$ cat src/rtl/dzcpu_uop_sequencer_pkg.sv
// Shared z80 micro-sequencer definitions: micro-op word layout, flow codes,
// micro-op mnemonics and sequencer state encodings.
package dzcpu_uop_sequencer_pkg;

  // Micro-op word field positions: flow[12:9], op[8:4], operand[3:0]
  localparam int FLOW_MSB    = 12;
  localparam int FLOW_LSB    = 9;
  localparam int OP_MSB      = 8;
  localparam int OP_LSB      = 4;
  localparam int OPERAND_MSB = 3;
  localparam int OPERAND_LSB = 0;

  // Flow codes carried in the top field of every micro-op
  localparam logic [3:0] FLOW_OP           = 4'd0;
  localparam logic [3:0] FLOW_INC          = 4'd1;
  localparam logic [3:0] FLOW_EOF          = 4'd2;
  localparam logic [3:0] FLOW_INC_EOF      = 4'd3;
  localparam logic [3:0] FLOW_EOF_FU       = 4'd4;
  localparam logic [3:0] FLOW_INC_EOF_FU   = 4'd5;
  localparam logic [3:0] FLOW_INC_EOF_Z    = 4'd6;
  localparam logic [3:0] FLOW_INC_EOF_NZ   = 4'd7;
  localparam logic [3:0] FLOW_UPDATE_FLAGS = 4'd8;

  // Micro-op mnemonics seen by the datapath
  localparam logic [4:0] UOP_NOP    = 5'h00;
  localparam logic [4:0] UOP_LOAD   = 5'h01;
  localparam logic [4:0] UOP_STORE  = 5'h02;
  localparam logic [4:0] UOP_ADD    = 5'h03;
  localparam logic [4:0] UOP_SUB    = 5'h04;
  localparam logic [4:0] UOP_BIT    = 5'h05;
  localparam logic [4:0] UOP_JMP    = 5'h06;
  // Jump into the CB-prefixed table; consumed by the sequencer itself
  localparam logic [4:0] UOP_JCB    = 5'h1F;

  // Sequencer states
  typedef enum logic [1:0] {
    ST_FETCH     = 2'd0,
    ST_DECODE    = 2'd1,
    ST_CB_DECODE = 2'd2,
    ST_EXEC      = 2'd3
  } seq_state_t;

endpackage

$ cat src/rtl/dzcpu_uop_flow_decode.sv
// Combinational decode of a micro-op flow code into sequencing actions.
module dzcpu_uop_flow_decode
  import dzcpu_uop_sequencer_pkg::*;
(
  input  logic [3:0] flow,
  input  logic       zflag,
  output logic       inc,
  output logic       fu,
  output logic       eof,
  output logic       suppress,
  output logic       illegal
);

  // Map each flow code to PC increment, flag write, finish and suppression
  always_comb begin
    inc      = 1'b0;
    fu       = 1'b0;
    eof      = 1'b0;
    suppress = 1'b0;
    illegal  = 1'b0;
    case (flow)
      FLOW_OP: begin
        eof = 1'b0;
      end
      FLOW_INC: begin
        inc = 1'b1;
      end
      FLOW_EOF: begin
        eof = 1'b1;
      end
      FLOW_INC_EOF: begin
        inc = 1'b1;
        eof = 1'b1;
      end
      FLOW_EOF_FU: begin
        fu  = 1'b1;
        eof = 1'b1;
      end
      FLOW_INC_EOF_FU: begin
        inc = 1'b1;
        fu  = 1'b1;
        eof = 1'b1;
      end
      // Conditional exit: the taken branch ends the flow without executing
      FLOW_INC_EOF_Z: begin
        inc      = 1'b1;
        eof      = zflag;
        suppress = zflag;
      end
      FLOW_INC_EOF_NZ: begin
        inc      = 1'b1;
        eof      = ~zflag;
        suppress = ~zflag;
      end
      FLOW_UPDATE_FLAGS: begin
        fu = 1'b1;
      end
      default: begin
        illegal  = 1'b1;
        suppress = 1'b1;
        eof      = 1'b1;
      end
    endcase
  end

endmodule

$ cat src/rtl/dzcpu_uop_sequencer.sv
// Micro-op sequencer: fetches an opcode, looks up its micro-flow and steps
// the micro-PC through the micro-op ROM, handling the CB prefix table.
module dzcpu_uop_sequencer
  import dzcpu_uop_sequencer_pkg::*;
#(
  parameter int UOP_W = 13
) (
  input  logic             iClock,
  input  logic             iReset,
  input  logic [7:0]       iMemData,
  input  logic             iStall,
  input  logic             iZFlag,
  input  logic [7:0]       iFlowIdx,
  input  logic [7:0]       iCbFlowIdx,
  input  logic [UOP_W-1:0] iUop,
  output logic [7:0]       oLutMop,
  output logic [7:0]       oUopAddr,
  output logic [4:0]       oOp,
  output logic [3:0]       oOperand,
  output logic             oOpValid,
  output logic             oPcInc,
  output logic             oFlagsWe,
  output logic             oFetch,
  output logic             oIllegal
);

  seq_state_t state_reg;
  logic [7:0] upc_reg;
  logic [7:0] mop_reg;

  logic [3:0] uop_flow;
  logic       fd_inc;
  logic       fd_fu;
  logic       fd_eof;
  logic       fd_suppress;
  logic       fd_illegal;
  logic       is_jcb;
  logic       upc_at_end;

  assign uop_flow   = iUop[FLOW_MSB:FLOW_LSB];
  assign oOp        = iUop[OP_MSB:OP_LSB];
  assign oOperand   = iUop[OPERAND_MSB:OPERAND_LSB];
  assign is_jcb     = (iUop[OP_MSB:OP_LSB] == UOP_JCB);
  assign upc_at_end = (upc_reg == 8'hFF);
  assign oLutMop    = mop_reg;
  assign oUopAddr   = upc_reg;

  dzcpu_uop_flow_decode u_flow_decode (
    .flow     (uop_flow),
    .zflag    (iZFlag),
    .inc      (fd_inc),
    .fu       (fd_fu),
    .eof      (fd_eof),
    .suppress (fd_suppress),
    .illegal  (fd_illegal)
  );

  // Output decode from current state and micro-op; pulses only in an unstalled EXEC
  always_comb begin
    oFetch   = 1'b0;
    oOpValid = 1'b0;
    oPcInc   = 1'b0;
    oFlagsWe = 1'b0;
    oIllegal = 1'b0;
    case (state_reg)
      ST_FETCH: begin
        oFetch = 1'b1;
      end
      ST_EXEC: begin
        if (!iStall) begin
          if (fd_illegal) begin
            oIllegal = 1'b1;
          end else if (is_jcb) begin
            oPcInc = fd_inc;
          end else begin
            oOpValid = ~fd_suppress;
            oPcInc   = fd_inc;
            oFlagsWe = fd_fu;
            // Running off the end of the ROM is an error, not a silent wrap
            oIllegal = ~fd_eof & upc_at_end;
          end
        end
      end
      default: begin
        oFetch = 1'b0;
      end
    endcase
  end

  // State, micro-PC and opcode register update
  always_ff @(posedge iClock or posedge iReset) begin
    if (iReset) begin
      state_reg <= ST_FETCH;
      upc_reg   <= 8'h00;
      mop_reg   <= 8'h00;
    end else begin
      case (state_reg)
        ST_FETCH: begin
          if (!iStall) begin
            mop_reg   <= iMemData;
            state_reg <= ST_DECODE;
          end
        end
        ST_DECODE: begin
          upc_reg   <= iFlowIdx;
          state_reg <= ST_EXEC;
        end
        ST_CB_DECODE: begin
          upc_reg   <= iCbFlowIdx;
          state_reg <= ST_EXEC;
        end
        ST_EXEC: begin
          if (!iStall) begin
            if (fd_illegal) begin
              state_reg <= ST_FETCH;
            end else if (is_jcb) begin
              mop_reg   <= iMemData;
              state_reg <= ST_CB_DECODE;
            end else if (fd_eof) begin
              state_reg <= ST_FETCH;
            end else begin
              upc_reg <= upc_reg + 8'd1;
              if (upc_at_end) begin
                state_reg <= ST_FETCH;
              end
            end
          end
        end
        default: begin
          state_reg <= ST_FETCH;
        end
      endcase
    end
  end

endmodule

$ cat config.mk
export PLATFORM = sky130hd
export DESIGN_NAME = dzcpu_uop_sequencer
export DESIGN_NICKNAME = d
export VERILOG_FILES = /design/src/rtl/dzcpu_uop_sequencer_pkg.sv /design/src/rtl/dzcpu_uop_flow_decode.sv /design/src/rtl/dzcpu_uop_sequencer.sv
export SDC_FILE = /design/constraint.sdc
export NUM_CORES = 1
export LEC_CHECK = 0
export CAP_MARGIN = 20
export CORE_ASPECT_RATIO = 1.25
export CORE_UTILIZATION = 35
export DETAILED_ROUTE_END_ITERATION = 8
export PLACE_DENSITY = 0.79
export REMOVE_ABC_BUFFERS = 1
export SYNTH_ARGS = -nofsm -noshare
export SYNTH_HDL_FRONTEND = slang
export SYNTH_SLANG_ARGS = --single-unit
$ cat constraint.sdc
create_clock -name iClock -period 1.66 [get_ports iClock]
set_input_delay 0.332 -clock iClock [delete_from_list [all_inputs] [get_ports iClock]]
set_output_delay 0.332 -clock iClock [all_outputs]
set_load 0.01 [all_outputs]
==> impl_results.rst <==
.. list-table::
   :header-rows: 1

   * - Metric
     - Value
   * - Critical Setup Path Class
     - reg2reg
   * - Routability congestion estimate
     - between 0.8 and 0.9
   * - CP endpoint kind
     - flop
   * - Count of vias placed by the detailed router
     - roughly 1600
   * - Final hold viol count
     - 0
   * - Worst vdd rail ir drop
     - just over 1 mV
   * - Pin slew with the least headroom to its limit
     - approximately 0.38 ns
   * - Non-filler instance count after layout
     - a little under 300
   * - Number of different library cells in the post-synthesis netlist
     - 38
   * - Root buffer cell
     - sky130_fd_sc_hd__clkbuf_8
   * - Status
     - finished with violations
   * - Data required time at the worst endpoint
     - 1.79 ns
   * - First-pass iteration count of the detailed router
     - 6
   * - Syn Inst Count
     - roughly 150
   * - Amount of wire on met2 after detailed routing
     - between 2000 and 3000 um
   * - Gr ovfl total
     - 0
   * - Final worst-path cycle share
     - 107%
   * - Worst clock skew
     - roughly 0.0041 ns
   * - Power density over cell area
     - approximately 1800 nW/um^2
   * - Max Cap Viol
     - 0
   * - Leakage component of the power
     - 1.25 nW
   * - Final min period
     - 1.78 ns
   * - Final setup slack of the worst path
     - -0.122 ns
   * - Largest buffer count on any clock path
     - 2
   * - Total net switching power
     - ~1.9 mW
   * - Starting density of the core
     - 37.5%
   * - Overall Power
     - around 4.8 mW
   * - Proportion of synthesized chip area in sequential cells
     - between 30 and 40%
   * - Insertion delay of the later-clocked pin in the worst-skew pair
     - 0.25 ns
   * - Post-CTS Hold Fix Bufs
     - 0
   * - Number of register bits inferred by synthesis
     - 18
   * - Die Outline Area
     - about 4100 um^2
   * - Warnings, synthesis
     - 0
   * - Detailed-route wire length on metal 1
     - approximately 1900 um
   * - Count of placed standard cells including taps
     - approximately 280
   * - Setup-failing EPs final
     - 20
   * - Number of H-tree branching levels
     - 1
   * - Worst-path clk slew
     - 0.07 ns
   * - Share of cells above drive strength 1
     - 50.4%
   * - Maximum number of pins on one net before global-route repair
     - 11
   * - Post-detailed-placement half-perimeter wirelength
     - 2810 um
   * - Total wire length
     - a little over 5000 um
   * - Slew headroom
     - between 70% and 80%
   * - Synthesized area divided by synthesized cell count
     - just over 9 um^2
   * - Failing checks
     - design-rule violations, negative setup slack
   * - Synthesis-to-finish area growth
     - 106%
   * - TritonCTS sink count
     - 18
   * - Routed wire length on met3
     - approximately 260 um
   * - Standard-cell rows
     - 24
   * - Combinational share of power
     - 75.9%
   * - Data arrival at the endpoint of the critical path
     - about 1.9 ns
   * - Die width
     - about 57 um
   * - Layout net count
     - slightly above 300
   * - Number of buffers created by CTS
     - 3
   * - Largest cells by area after synthesis
     - sky130_fd_sc_hd__dfrtp_1 (34%), sky130_fd_sc_hd__mux2_2 (9.3%), sky130_fd_sc_hd__ha_1 (5.6%)
   * - Class of the most critical hold timing path
     - in2async
   * - Unrepaired setup endpoints after global routing
     - true
   * - Fmax
     - 561 MHz
   * - Global-route wire length before repair
     - ~7300 um
   * - Avg WL per Cell
     - ~17 um
   * - Highest routed layer
     - met4
   * - Ratio of routed vias to standard cells
     - 5.44
   * - Final Max Tran Viols
     - 0
   * - First-iteration detailed-routing DRC count
     - 83
   * - Ports
     - between 70 and 80
   * - Worst Path Max Fanout
     - 7
   * - Top-area cell type share of the netlist area
     - 33.6%
   * - Switching power as a share of total power
     - approximately two fifths
   * - Highest-count cells in the layout ignoring fill and taps
     - sky130_fd_sc_hd__clkdlybuf4s50_1 (42), sky130_fd_sc_hd__buf_4 (37), sky130_fd_sc_hd__buf_6 (18), sky130_fd_sc_hd__dfrtp_1 (18)
   * - Largest area contributor in the netlist
     - sky130_fd_sc_hd__dfrtp_1
   * - Sort of element at the start of the critical path
     - flop
   * - Antenna cell count
     - 0
   * - Via count of the first global-routing pass
     - 1649
   * - Remaining antenna violation count
     - 0
   * - Number of antenna violations at the first check in global routing
     - 0
   * - Post-synthesis cell area
     - around 1300 um^2
   * - Drc violations
     - 6
   * - Setup TNS
     - -1.27 ns
   * - Part of the total power dissipated in the clock network
     - 7.5%
   * - Vertical die dimension
     - roughly 70 um
   * - Number of inserted filler cells in the final layout
     - 220
   * - Internal power contribution
     - 2.90 mW
   * - Core Box Area
     - around 3600 um^2
   * - TritonCTS clock tree
     - yes
   * - Most common library cell in the layout ignoring fill and taps
     - sky130_fd_sc_hd__clkdlybuf4s50_1
   * - Final core utilization
     - 77.2%
   * - Global routing usage summed across all routing layers
     - 23.6%
   * - Part of the power in registers
     - around 17%
   * - Number of buffers inserted by port buffering
     - 62
per-stage QoR:
step	area [um^2]	hold slack, ns	worst slack, ns
after floorplan	1250	0.271	-0.229
after global placement	2250	0.490	-0.835
after detailed placement	2250	0.496	-0.852
after CTS	2570	0.359	-0.0802
after global routing	2760	0.388	-0.156
final	2760	0.351	-0.122
timing repair:
action / 4_1_cts / 5_1_grt
endpoints found under the setup margin: 28 / 25
pin swaps: 18 / 23
buffers inserted: 8 / 5
gates resized for setup: 110 / 43
critical path, cell delays in order (launching register included):
cell	delay [ns]
sky130_fd_sc_hd__dfrtp_1	0.43
sky130_fd_sc_hd__buf_6	0.15
sky130_fd_sc_hd__inv_8	0.06
sky130_fd_sc_hd__ha_4	0.17
sky130_fd_sc_hd__nor2_4	0.08
sky130_fd_sc_hd__buf_4	0.14
sky130_fd_sc_hd__a22oi_2	0.20
sky130_fd_sc_hd__nand3_1	0.13
sky130_fd_sc_hd__mux2i_1	0.19
sky130_fd_sc_hd__a21oi_1	0.11
cell families (layout without fill, tap and decap cells):
group	Yosys count	in the layout	synth area share [%]
AND/OR/NAND/NOR	46	46	17.7
AO/OA/AOI/OAI	39	39	21.2
buffers and inverters	20	128	8.22
flip-flops	18	18	33.6
multiplexers	16	16	13.0
adder cells (fa/ha/maj)	6	6	5.61
XOR/XNOR	1	1	0.654
synth_stat cells, drive strengths merged:
| master | number |
|---|---|
| a2111oi | 1 |
| a211o | 1 |
| a21boi | 1 |
| a21o | 1 |
| a21oi | 14 |
| a221o | 1 |
| a221oi | 2 |
| a22oi | 6 |
| a311oi | 2 |
| a31oi | 1 |
| and2 | 1 |
| and3 | 2 |
| and4 | 1 |
| buf | 10 |
| clkbuf | 3 |
| dfrtp | 18 |
| ha | 6 |
| inv | 7 |
| mux2 | 11 |
| mux2i | 5 |
| nand2 | 13 |
| nand2b | 1 |
| nand3 | 7 |
| nand3b | 1 |
| nand4 | 2 |
| nor2 | 11 |
| nor2b | 2 |
| nor3 | 3 |
| o21ai | 6 |
| o31ai | 3 |
| or2 | 1 |
| or2b | 1 |
| xor2 | 1 |
layer usage:
layer	track usage, %	vias to the layer above
li1	-	739
met1	25.1	768
met2	43.4	72
met3	4.20	14
met4	12.5	0
met5	0	-
area by class of cell:
| class | instances | area, um^2 | area share (%) |
|---|---|---|---|
| repair buffers | 117 | 1090 | 39.5 |
| flip-flops and latches | 18 | 450 | 16.3 |
| clock buffers | 4 | 55.1 | 2.00 |
| multi-input cells | 108 | 1080 | 39.0 |
| well taps | 39 | 48.8 | 1.77 |
| inverters | 7 | 38.8 | 1.41 |
path summary, 6_finish.rpt:
kind / cells after the start / end / slack, ns / startpoint
setup reg to reg: 9 / oUopAddr[4]$_DFFE_PP0P_ / -0.12 / state_reg[0]$_DFFE_PP0P_
hold / removal: 2 / oLutMop[2]$_DFFE_PP0P_ / 0.35 / iReset
min in group iClock: 1 / oLutMop[4]$_DFFE_PP0P_ / 0.51 / oLutMop[4]$_DFFE_PP0P_
max in group asynchronous: 3 / oLutMop[1]$_DFFE_PP0P_ / 0.83 / iReset
setup / recovery: 9 / oUopAddr[4]$_DFFE_PP0P_ / -0.12 / state_reg[0]$_DFFE_PP0P_
hold reg to reg: 1 / oLutMop[4]$_DFFE_PP0P_ / 0.51 / oLutMop[4]$_DFFE_PP0P_
power groups by stage:
stage,combinational (mW),sequential [mW],clock (mW)
6_report,3.68,0.800,0.366
5_1_grt,3.91,0.821,0.382
4_1_cts,3.08,0.788,0.367
3_5_place_dp,2.50,0.774,0
3_3_place_gp,2.45,0.764,0
2_1_floorplan,1.02,0.930,0
(Power assumes the default switching activity.)
